`src/rtl/quot_bcd_formatter_pkg.sv`:
```
// Shared constants and types for the quotient BCD formatter.
// Fixed-point format, digit counts, FSM states and step counters.
package quot_fmt_pkg;

  localparam int INT_W       = 6;
  localparam int FRAC_W      = 4;
  localparam int Q_W         = INT_W + FRAC_W;
  localparam int INT_DIGITS  = 2;
  localparam int FRAC_DIGITS = 4;

  localparam int INT_BCD_W  = 4 * INT_DIGITS;
  localparam int FRAC_BCD_W = 4 * FRAC_DIGITS;

  localparam logic [3:0] ERR_DIGIT = 4'hF;

  localparam int CNT_W = 3;
  localparam logic [CNT_W-1:0] INT_LAST =
    CNT_W'(INT_W - 1);
  localparam logic [CNT_W-1:0] FRAC_LAST =
    CNT_W'(FRAC_DIGITS - 1);

  typedef enum logic [1:0] {
    IDLE = 2'd0,
    INT  = 2'd1,
    FRAC = 2'd2
  } state_t;

  // Multiply a fraction by ten with shifts; the high nibble
  // is the next decimal digit, the low bits the remainder.
  function automatic logic [FRAC_W+3:0] mul10(
    input logic [FRAC_W-1:0] f
  );
    logic [FRAC_W+3:0] w;
    w = {4'b0000, f};
    return (w << 3) + (w << 1);
  endfunction

endpackage

```
`src/rtl/quot_bcd_formatter_if.sv`:
```
// Handshake bundle between the divider and the BCD formatter.
// master drives the quotient, slave is the formatter.
interface quot_bcd_formatter_if;
  import quot_fmt_pkg::*;

  logic [Q_W-1:0]        q_in;
  logic                  dvz_in;
  logic                  ovf_in;
  logic                  valid_in;
  logic                  busy;
  logic [INT_BCD_W-1:0]  int_bcd;
  logic [FRAC_BCD_W-1:0] frac_bcd;
  logic                  dvz_out;
  logic                  ovf_out;
  logic                  done;
  logic                  overrun;

  modport master (
    output q_in, dvz_in, ovf_in, valid_in,
    input  busy, int_bcd, frac_bcd,
    input  dvz_out, ovf_out, done, overrun
  );

  modport slave (
    input  q_in, dvz_in, ovf_in, valid_in,
    output busy, int_bcd, frac_bcd,
    output dvz_out, ovf_out, done, overrun
  );

endinterface

```
`src/rtl/quot_bcd_formatter_bcd_add3.sv`:
```
// Double-dabble digit corrector.
// Adds 3 to a BCD digit of 5 or more before the shift.
module bcd_add3 (
  input  logic [3:0] d,
  output logic [3:0] q
);

  assign q = (d >= 4'd5) ? d + 4'd3 : d;

endmodule

```
`src/rtl/quot_bcd_formatter.sv`:
```
// Converts a Q6.4 divider quotient into packed BCD.
// Integer by double-dabble, fraction by repeated x10.
module quot_bcd_formatter
  import quot_fmt_pkg::*;
(
  input logic clk,
  input logic sclr_n,
  quot_bcd_formatter_if.slave bus
);

  state_t                  state;
  logic [CNT_W-1:0]        cnt;
  logic [INT_W-1:0]        int_sh;
  logic [FRAC_W-1:0]       frac_r;
  logic [INT_BCD_W-1:0]    bcd_i;
  logic [FRAC_BCD_W-5:0]   bcd_f;
  logic [INT_BCD_W-1:0]    adj;
  logic [FRAC_W+3:0]       t;
  logic [3:0]              digit;

  logic                    busy_r;
  logic                    done_r;
  logic                    ovr_r;
  logic                    dvz_r;
  logic                    ovf_r;
  logic [INT_BCD_W-1:0]    int_r;
  logic [FRAC_BCD_W-1:0]   frac_o;

  for (genvar g = 0; g < INT_DIGITS; g++) begin : g_add3
    bcd_add3 u_add3 (
      .d (bcd_i[4*g+3:4*g]),
      .q (adj[4*g+3:4*g])
    );
  end

  assign t     = mul10(frac_r);
  assign digit = t[FRAC_W+3:FRAC_W];

  // Capture, convert and publish; all outputs registered.
  always_ff @(posedge clk) begin
    if (!sclr_n) begin
      state  <= IDLE;
      cnt    <= '0;
      int_sh <= '0;
      frac_r <= '0;
      bcd_i  <= '0;
      bcd_f  <= '0;
      busy_r <= 1'b0;
      done_r <= 1'b0;
      ovr_r  <= 1'b0;
      dvz_r  <= 1'b0;
      ovf_r  <= 1'b0;
      int_r  <= '0;
      frac_o <= '0;
    end else begin
      done_r <= 1'b0;
      ovr_r  <= 1'b0;
      unique case (state)
        IDLE: begin
          if (bus.valid_in) begin
            if (bus.dvz_in || bus.ovf_in) begin
              int_r  <= {INT_DIGITS{ERR_DIGIT}};
              frac_o <= {FRAC_DIGITS{ERR_DIGIT}};
              dvz_r  <= bus.dvz_in;
              ovf_r  <= bus.ovf_in;
              done_r <= 1'b1;
            end else begin
              int_sh <= bus.q_in[Q_W-1:FRAC_W];
              frac_r <= bus.q_in[FRAC_W-1:0];
              bcd_i  <= '0;
              bcd_f  <= '0;
              cnt    <= '0;
              busy_r <= 1'b1;
              state  <= INT;
            end
          end
        end
        INT: begin
          if (bus.valid_in) ovr_r <= 1'b1;
          bcd_i  <= {adj[INT_BCD_W-2:0], int_sh[INT_W-1]};
          int_sh <= {int_sh[INT_W-2:0], 1'b0};
          if (cnt == INT_LAST) begin
            cnt   <= '0;
            state <= FRAC;
          end else begin
            cnt <= cnt + 1'b1;
          end
        end
        FRAC: begin
          if (bus.valid_in) ovr_r <= 1'b1;
          frac_r <= t[FRAC_W-1:0];
          bcd_f  <= {bcd_f[FRAC_BCD_W-9:0], digit};
          if (cnt == FRAC_LAST) begin
            cnt    <= '0;
            int_r  <= bcd_i;
            frac_o <= {bcd_f, digit};
            dvz_r  <= 1'b0;
            ovf_r  <= 1'b0;
            done_r <= 1'b1;
            busy_r <= 1'b0;
            state  <= IDLE;
          end else begin
            cnt <= cnt + 1'b1;
          end
        end
        default: state <= IDLE;
      endcase
    end
  end

  assign bus.busy     = busy_r;
  assign bus.done     = done_r;
  assign bus.overrun  = ovr_r;
  assign bus.dvz_out  = dvz_r;
  assign bus.ovf_out  = ovf_r;
  assign bus.int_bcd  = int_r;
  assign bus.frac_bcd = frac_o;

endmodule
```
`src/flat_wrapper.sv`:
```
// flat-port wrapper written by rule: the top's interface ports become plain ports
module quot_bcd_formatter_flat import quot_fmt_pkg::*;
  (clk, sclr_n, bus_q_in, bus_dvz_in, bus_ovf_in, bus_valid_in, bus_busy, bus_int_bcd, bus_frac_bcd, bus_dvz_out, bus_ovf_out, bus_done, bus_overrun);
  quot_bcd_formatter_if bus_i ();
  input logic clk;
  input logic sclr_n;
  input wire logic [$bits(bus_i.q_in)-1:0] bus_q_in;
  input wire logic [$bits(bus_i.dvz_in)-1:0] bus_dvz_in;
  input wire logic [$bits(bus_i.ovf_in)-1:0] bus_ovf_in;
  input wire logic [$bits(bus_i.valid_in)-1:0] bus_valid_in;
  output wire logic [$bits(bus_i.busy)-1:0] bus_busy;
  output wire logic [$bits(bus_i.int_bcd)-1:0] bus_int_bcd;
  output wire logic [$bits(bus_i.frac_bcd)-1:0] bus_frac_bcd;
  output wire logic [$bits(bus_i.dvz_out)-1:0] bus_dvz_out;
  output wire logic [$bits(bus_i.ovf_out)-1:0] bus_ovf_out;
  output wire logic [$bits(bus_i.done)-1:0] bus_done;
  output wire logic [$bits(bus_i.overrun)-1:0] bus_overrun;
  assign bus_i.q_in = bus_q_in;
  assign bus_i.dvz_in = bus_dvz_in;
  assign bus_i.ovf_in = bus_ovf_in;
  assign bus_i.valid_in = bus_valid_in;
  assign bus_busy = bus_i.busy;
  assign bus_int_bcd = bus_i.int_bcd;
  assign bus_frac_bcd = bus_i.frac_bcd;
  assign bus_dvz_out = bus_i.dvz_out;
  assign bus_ovf_out = bus_i.ovf_out;
  assign bus_done = bus_i.done;
  assign bus_overrun = bus_i.overrun;
  quot_bcd_formatter u_core (.clk(clk), .sclr_n(sclr_n), .bus(bus_i));
endmodule
```
`config.mk`:
```
export PLATFORM = sky130hd
export DESIGN_NAME = quot_bcd_formatter_flat
export DESIGN_NICKNAME = d
export VERILOG_FILES = /design/src/rtl/quot_bcd_formatter_pkg.sv /design/src/rtl/quot_bcd_formatter_if.sv /design/src/rtl/quot_bcd_formatter_bcd_add3.sv /design/src/rtl/quot_bcd_formatter.sv /design/src/flat_wrapper.sv
export SDC_FILE = /design/constraint.sdc
export NUM_CORES = 1
export LEC_CHECK = 0
export ABC_AREA = 1
export CAP_MARGIN = 0
export CORE_MARGIN = 8
export CORE_UTILIZATION = 47
export DETAILED_ROUTE_END_ITERATION = 10
export PLACE_DENSITY = 0.66
export SYNTH_ARGS = -nofsm -noshare
export SYNTH_HDL_FRONTEND = slang
export SYNTH_SLANG_ARGS = --single-unit
```
`constraint.sdc`:
```
create_clock -name clk -period 2 [get_ports clk]
set_input_delay 0.4 -clock clk [delete_from_list [all_inputs] [get_ports clk]]
set_output_delay 0.4 -clock clk [all_outputs]
set_load 0.05 [all_outputs]
```
== Yosys cells after proc, flatten, opt, wreduce, memory -nomap -nowiden ==
Cells that the tools add are included.

* Register bits: 64
* Bits of input ports: 15
* Output and inout port bits: 29
* Logic and storage cells: 88

* Add/subtract/negate cells: 4
* Order comparisons: 2
* Equal/unequal tests: 9
* Muxes and demuxes: 47
* Reductions and logical operators: 13

{| class="wikitable"
|+ Operators with widths
! cell !! number
|-
| 2-to-1 mux 16 bit || 3
|-
| 2-to-1 mux 8 bit || 5
|-
| case mux 16 bit (2 select lines) || 1
|-
| case mux 8 bit (2 select lines) || 2
|-
| 2-to-1 mux 12 bit || 2
|-
| case mux 12 bit (2 select lines) || 1
|-
| 2-to-1 mux 3 bit || 5
|-
| 2-to-1 mux 4 bit || 3
|-
| 2-to-1 mux 6 bit || 2
|-
| case mux 6 bit (2 select lines) || 1
|-
| AND reduction 4 bit || 3
|-
| 2-to-1 mux 1 bit || 11
|-
| case mux 3 bit (3 select lines) || 1
|-
| AND reduction 3 bit || 3
|-
| adder 7 x 5 -> 8 bit || 1
|-
| greater-or-equal comparator 4 x 3 -> 1 bit (second input constant) || 2
|-
| 2-to-1 mux 2 bit || 4
|-
| case mux 1 bit (2 select lines) || 4
|-
| case mux 4 bit (2 select lines) || 1
|-
| inequality test 2 x 1 -> 1 bit (second input constant) || 3
|-
| case mux 2 bit (3 select lines) || 1
|-
| adder 4 x 2 -> 4 bit (second input constant) || 1
|-
| inequality test 2 bit (second input constant) || 2
|-
| nonzero test 2 bit || 2
|-
| other kinds (11) || 11
|}

== Logic depth before layout (Yosys ltp) ==
Gate-level depths: netlist of run 1.

* Depth in word-level cells: 4
* Gate-level depth with buffers: 10
* Mapped depth without buffers: 10

== Modules after synthesis ==
From an unflattened synthesis of run 1, not the netlist that was laid out.

* Cells, all modules: 471
* Area total of the unflattened synthesis: 3165.5 um2

{| class="wikitable"
|+ By module, submodules not included
! module !! instances !! cells each !! area each (um2) !! sequential area each (um2)
|-
| quot_bcd_formatter || 1 || 425 || 2895.3 || 1281.2
|-
| bcd_add3 || 2 || 23 || 135.1 || 0.0
|}

== Worst setup path after synthesis of run 1 ==
OpenSTA, ideal clock, no wires.

* Path type: register to register
* Start point: register u_core.frac_r[2]
* End point: register u_core.bcd_f[3]
* Library setup time: 0.070 ns
* Data arrival time: 1.448 ns
* Data required time: 1.930 ns
* Path slack: 0.482 ns
* Cell stages (with the launch flop): 7
* Path buffers: 0
* Clock period less this slack: 1.518 ns
* Cell sequence: dfxtp_1 -> ha_1 -> inv_1 -> fa_1 -> nor3_1 -> nand2_1 -> a21oi_1

* Cells in the longest elaborated chain, start to end: 2

{| class="wikitable"
|+ Ends and longest elaborated chain
! what !! RTL line !! source
|-
| start, declared || quot_bcd_formatter.sv:14 || <nowiki>logic [FRAC_W-1:0] frac_r;</nowiki>
|-
| start signal, assigned || quot_bcd_formatter.sv:69 || <nowiki>frac_r <= bus.q_in[FRAC_W-1:0];</nowiki>
|-
| start signal, assigned || quot_bcd_formatter.sv:91 || <nowiki>frac_r <= t[FRAC_W-1:0];</nowiki>
|-
| adder 7 x 5 -> 8 bit || quot_bcd_formatter_pkg.sv:35 || <nowiki>return (w << 3) + (w << 1);</nowiki>
|-
| case mux 12 bit (2 select lines) || quot_bcd_formatter.sv:58 || <nowiki>unique case (state)</nowiki>
|-
| end signal, assigned || quot_bcd_formatter.sv:92 || <nowiki>bcd_f <= {bcd_f[FRAC_BCD_W-9:0], digit};</nowiki>
|-
| end, declared || quot_bcd_formatter.sv:16 || <nowiki>logic [FRAC_BCD_W-5:0] bcd_f;</nowiki>
|}

Every way passes these cells.
A chain may end at the register's enable or synchronous reset.

== Worst setup path after layout of run 1 ==
* Start point: register u_core.frac_o[12], in the netlist u_core.bus.frac_bcd[12]
* End point: output port bus_frac_bcd[12]

{| class="wikitable"
|+ RTL lines
! what !! RTL line !! source
|-
| start, declared || quot_bcd_formatter.sv:27 || <nowiki>logic [FRAC_BCD_W-1:0] frac_o;</nowiki>
|-
| start signal, assigned || quot_bcd_formatter.sv:63 || <nowiki>frac_o <= {FRAC_DIGITS{ERR_DIGIT}};</nowiki>
|-
| start signal, assigned || quot_bcd_formatter.sv:96 || <nowiki>frac_o <= {bcd_f, digit};</nowiki>
|-
| end, declared || flat_wrapper.sv:13 || <nowiki>output wire logic [$bits(bus_i.frac_bcd)-1:0] bus_frac_bcd;</nowiki>
|}

No word-level cell between the ends.

==> results of run 1 <==
[registers in the layout (all words and copies together), names as in the netlist]
name,cells
u_core.bus.int_bcd,8
u_core.bus.ovf_out,1
u_core.bus.dvz_out,1
u_core.bcd_i,8
u_core.frac_r,4
u_core.bus.overrun,1
u_core.int_sh,6
u_core.bus.busy,1
u_core.bcd_f,12
u_core.cnt,3
u_core.bus.done,1
u_core.state,2
u_core.bus.frac_bcd,16
[area by class of cell]
type / count / area [µm²]
clock inverters: 6 / 82.58
clock buffers: 10 / 137.6
repair buffers: 53 / 518.0
inverters: 56 / 210.2
fillers: 590 / 2526
multi-input cells: 304 / 1498
flip-flops and latches: 64 / 1281
well taps: 77 / 96.34
[metrics by stage]
stage	util	hold WS, ns	cells	power, mW
2_1_floorplan	-	0.4436	443	2.249
3_3_place_gp	0.5667	0.4567	554	2.536
3_5_place_dp	0.5667	0.4578	554	2.548
4_1_cts	0.6014	0.4652	570	3.786
5_1_grt	0.6022	0.4853	570	3.964
6_report	0.6022	0.4628	570	3.755
[worst max-delay path by stage]
stage                                     endpoint                                  from  depth (start not counted)  slack, ns
5_1_grt        u_core.bus.frac_bcd[1]$_SDFFE_PN0P_          u_core.state[0]$_SDFFE_PN0P_                         10       0.01
3_5_place_dp          u_core.bcd_i[1]$_SDFFE_PN0P_                          bus_valid_in                          8       0.02
6_report                          bus_frac_bcd[12]  u_core.bus.frac_bcd[12]$_SDFFE_PN0P_                          1       0.11
2_1_floorplan         u_core.bcd_f[3]$_SDFFE_PN0P_         u_core.frac_r[2]$_SDFFE_PN0P_                          6       0.48
3_3_place_gp         u_core.int_sh[3]$_SDFFE_PN0P_                            bus_ovf_in                          8       0.04
4_1_cts                           bus_frac_bcd[12]  u_core.bus.frac_bcd[12]$_SDFFE_PN0P_                          1       0.08
[power by group]
| group | internal, mW | switching, mW | total (mW) |
|---|---|---|---|
| combinational | 0.348 | 0.705 | 1.05 |
| sequential | 1.40 | 0.0645 | 1.46 |
| clock | 0.729 | 0.510 | 1.24 |
| total | 2.48 | 1.28 | 3.76 |
[routing by layer]
layer | up-vias | part of all wire | track usage
met5 | - | 0 | 0
met4 | 0 | 0.023 | 0.06864
met3 | 16 | 0.050 | 0.04765
met2 | 54 | 0.47 | 0.2438
met1 | 1273 | 0.46 | 0.1740
li1 | 1488 | - | -
[cell usage after synthesis, drive strengths merged, types with 7 or more instances]
cell type	n
nand2	147
dfxtp	64
inv	56
a21oi	49
nor2	36
nor3	18
ha	14
nand3	14
o21ai	14
buf	12
clkbuf	7
nand4	7
[worst min-delay path, stage by stage (launching register included)]
cell and delay, ns:
dfxtp_1 0.31, nand2_1 0.06, a21oi_1 0.05
[cell families after synthesis]
| family | Yosys count | synth area share |
|---|---|---|
| AO/OA/AOI/OAI | 65 | 0.1148 |
| XOR/XNOR | 1 | 0.002830 |
| adder cells (fa/ha/maj) | 15 | 0.06306 |
| buffers and inverters | 75 | 0.1039 |
| flip-flops | 64 | 0.4139 |
| AND/OR/NAND/NOR | 223 | 0.3015 |
==> metrics, run 1 <==
#FFs+latches synth=64; Slew headroom=0.6574; crit-path leading delay family=buffers and inverters; Mapped Cells=443; cts bufs inserted=9; period utilisation layout=0.9474; Starting Density=0.4875; fmax=0.5278 GHz; Clock Root Buffer=clkbuf_8; Max Cap Viol=0; r2r endpoint=u_core.bus.frac_bcd[1]$_SDFFE_PN0P_; clock tree sinks=64; Post-synth EDFFs=0; area leader, netlist=dfxtp_1; via count=2,831; Worst path max stage delay=0.81 ns; register area share after synthesis=0.4139; most common cell after layout, fill and taps aside=nand2_1; routed wire length=6772 µm; Die Ht=97.16 µm; mean post-synth cell area=6.988 µm²; Worst-path clk slew=0.07 ns; commonest cells after routing, fill and taps aside=nand2_1 (144), dfxtp_1 (64), inv_1 (52), a21oi_1 (43), clkdlybuf4s50_1 (43); synth-to-layout area growth=23.52%; first-pass GRT wire length=11,840 µm; htree depth=3; largest net degree at the start of global routing=36; ys flop type=dfxtp_1; critical path startpoint category=register; Final ANT Viol Nets=0; CP required=1.60 ns; worst clock skew=0.006815 ns; DP HPWL=4835 µm; hold depth=2; Via density=4.967; Pre-antenna DRT Iters=4; Slew @ Worst Pin=0.5123 ns; Worst Path Max Fanout=2; Slowest cell on crit path=clkdlybuf4s50_1; die width=97.16 µm; total congestion overflow=0; starting DRC count in detailed routing=97; Hold Path Class=register to register; YS warnings=0; Netlist cell types=27; Final min period=1.895 ns; leakage=1.619 nW; worst skew pair latency=0.34 ns; Bufs on Longest Clock Path=2; CP Data Arrival Time=1.49 ns; Worst Hold Path EP=u_core.bus.dvz_out$_SDFFE_PN0P_; post-CTS resize count=0; CTS Hold Bufs=0; fin worst setup slack=0.1052 ns; Crit Path Category=register to output pin; share of layout cells above drive strength 1=0.09128; CTS tree=done; maximum vdd drop=0.4921 mV; critical path buffer and inverter count=1; post-route cell area=3824 µm²; routed len/inst=11.88 µm; Worst setup EP type=output pin; Post-DP Area=3598 µm²; hold path startpoint=u_core.bus.dvz_out$_SDFFE_PN0P_; status=complete, no violations; PortBufs=43; flop-to-flop setup slack=0.20 ns; async set-reset flop share out of synthesis=0; core area=6350 µm²; Final setup viols=0; unrepaired setup endpoints after global routing=no; Post-CTS Setup Bufs=0; reg2reg path depth=10; Yosys top cell area share=0.4139; overall global routing resource usage=0.1495; DRC Markers=0; r2r startpoint=u_core.state[0]$_SDFFE_PN0P_; Synth Net Count=473; gpl congestion=0.8278; ANT cells=0; I/O pin cnt=44; Post-Syn Area=3095 µm²; largest cells by area after synthesis=dfxtp_1 (41%), nand2_1 (17%), a21oi_1 (7.0%); fin nets=518; ratio of total power to cell area=982.2 nW/µm²; Slew Limit Fails=0; antenna violations before repair=0; number of global-route vias before repair=2,647; # rows=29; die area=9439 µm²; setup tns final=0 ns; crit path cell chain=clkdlybuf4s50_1; post-placement setup slack=0.01661 ns; Final Hold Fails=0
(Power assumes the default switching activity.)
==> inputs of run 2 (changes only) <==
--- a/config.mk
+++ b/config.mk
@@ -10,7 +10,8 @@
 export CORE_MARGIN = 8
 export CORE_UTILIZATION = 47
 export DETAILED_ROUTE_END_ITERATION = 10
-export PLACE_DENSITY = 0.66
+export HOLD_SLACK_MARGIN = 0.02
+export PLACE_DENSITY = 0.8
 export SYNTH_ARGS = -nofsm -noshare
 export SYNTH_HDL_FRONTEND = slang
 export SYNTH_SLANG_ARGS = --single-unit
==> metrics, run 2 (synthesis gave the netlist of run 1 again) <==
fin nets=515 (was 518); Via density=5.035 (was 4.967); ratio of total power to cell area=989.9 nW/µm² (was 982.2 nW/µm²); overall global routing resource usage=0.1449 (was 0.1495); Worst path max stage delay=0.81 ns (about the same); via count=2,855 (was 2,831); core area=6350 µm² (unchanged); Final Hold Fails=0 (unchanged); Crit Path Category=register to output pin (unchanged); routed len/inst=11.91 µm (was 11.88 µm); Final setup viols=0 (unchanged); Final ANT Viol Nets=0 (unchanged); most common cell after layout, fill and taps aside=nand2_1 (unchanged); commonest cells after routing, fill and taps aside=nand2_1 (144), dfxtp_1 (64), inv_1 (52), a21oi_1 (43), clkdlybuf4s50_1 (43) (unchanged); # rows=29 (unchanged); CP required=1.60 ns (about the same); DP HPWL=4762 µm (was 4835 µm); critical path startpoint category=register (unchanged); crit path cell chain=clkdlybuf4s50_1 (unchanged); Max Cap Viol=0 (unchanged); Final min period=1.912 ns (was 1.895 ns); clock tree sinks=64 (unchanged); Slowest cell on crit path=clkdlybuf4s50_1 (unchanged); number of global-route vias before repair=2,704 (was 2,647); routed wire length=6754 µm (was 6772 µm); DRC Markers=0 (unchanged); Hold Path Class=register to register (unchanged); critical path buffer and inverter count=1 (unchanged); post-route cell area=3817 µm² (was 3824 µm²); starting DRC count in detailed routing=148 (was 97); worst skew pair latency=0.35 ns (was 0.34 ns); fmax=0.5231 GHz (was 0.5278 GHz); Worst setup EP type=output pin (unchanged); unrepaired setup endpoints after global routing=no (unchanged); status=complete, no violations (unchanged); Bufs on Longest Clock Path=2 (unchanged); die width=97.16 µm (unchanged); Slew Limit Fails=0 (unchanged); cts bufs inserted=9 (unchanged); Worst Path Max Fanout=2 (unchanged); ANT cells=0 (unchanged); htree depth=3 (unchanged); synth-to-layout area growth=23.32% (was 23.52%); setup tns final=0 ns (unchanged); max FFs per register=16 (unchanged); Die Ht=97.16 µm (unchanged); largest net degree at the start of global routing=34 (was 36); CTS Hold Bufs=0 (unchanged); I/O pin cnt=44 (unchanged); Non-Filler Instances=567 (was 570); CP Data Arrival Time=1.51 ns (was 1.49 ns); antenna violations before repair=0 (unchanged); CTS tree=done (unchanged); crit-path leading delay family=buffers and inverters (unchanged); leakage=1.610 nW (was 1.619 nW); die area=9439 µm² (unchanged); cell total after placement=550 (was 554); Clock Root Buffer=clkbuf_8 (unchanged); first-pass GRT wire length=11,460 µm (was 11,840 µm); gpl congestion=0.9148 (was 0.8278); Worst-path clk slew=0.07 ns (about the same); total congestion overflow=0 (unchanged); Pre-antenna DRT Iters=4 (unchanged); Post-DP Area=3581 µm² (was 3598 µm²); Slew @ Worst Pin=0.5116 ns (was 0.5123 ns); worst clock skew=0.008676 ns (was 0.006815 ns); Starting Density=0.4875 (unchanged); Slew headroom=0.6578 (was 0.6574); share of layout cells above drive strength 1=0.08776 (was 0.09128); period utilisation layout=0.9558 (was 0.9474); PortBufs=43 (unchanged); maximum vdd drop=0.6256 mV (was 0.4921 mV)
-- run 2: repair_timing --
action                     CTS  global route
setup endpoints to repair    0             4
buffers inserted             0             1
hold endpoints to repair     0             0
gates resized for setup      0             1
-- run 2: path summary, 6_finish.rpt --
kind	slack, ns	cells after the start	endpoint	start
max	0.09	1	bus_int_bcd[7]	u_core.bus.int_bcd[7]$_SDFFE_PN0P_
max reg2reg	0.22	9	u_core.int_sh[3]$_SDFFE_PN0P_	u_core.state[0]$_SDFFE_PN0P_
min reg2reg	0.47	2	u_core.bus.dvz_out$_SDFFE_PN0P_	u_core.bus.dvz_out$_SDFFE_PN0P_
min	0.47	2	u_core.bus.dvz_out$_SDFFE_PN0P_	u_core.bus.dvz_out$_SDFFE_PN0P_
-- run 2: per-layer routing --
metal,wire length (µm),global-route usage,vias to the layer above
li1,-,-,1485
met1,2908,0.1523,1294
met5,0,0,-
met4,90,0.06272,0
met2,3392,0.2505,68
met3,363,0.05619,8
-- run 2: cell type report --
type / count / area (µm²)
Fill cell: 572 / 2532
Multi-Input combinational cell: 304 / 1495
Sequential cell: 64 / 1281
Timing Repair Buffer: 50 / 508.0
Inverter: 56 / 210.2
Clock buffer: 9 / 123.9
Clock inverter: 7 / 102.6
Tap cell: 77 / 96.34
-- run 2: stage by stage --
step / power, mW / hold slack [ns] / util / setup WS [ns]
after global routing: 3.973 / 0.4916 / 0.6012 / 0.02962
after detailed placement: 2.536 / 0.4609 / 0.5639 / 0.04747
after global placement: 2.514 / 0.4556 / 0.5639 / 0.06245
after floorplan: 2.249 / 0.4436 / - / 0.4819
after CTS: 3.808 / 0.4717 / 0.5996 / 0.06044
final: 3.779 / 0.4685 / 0.6012 / 0.08847
-- run 2: power by group --
| part | switching, mW | leakage (nW) | internal (mW) |
|---|---|---|---|
| clock network | 0.549 | 0.116 | 0.718 |
| registers | 0.0647 | 0.525 | 1.40 |
| logic | 0.704 | 0.969 | 0.345 |
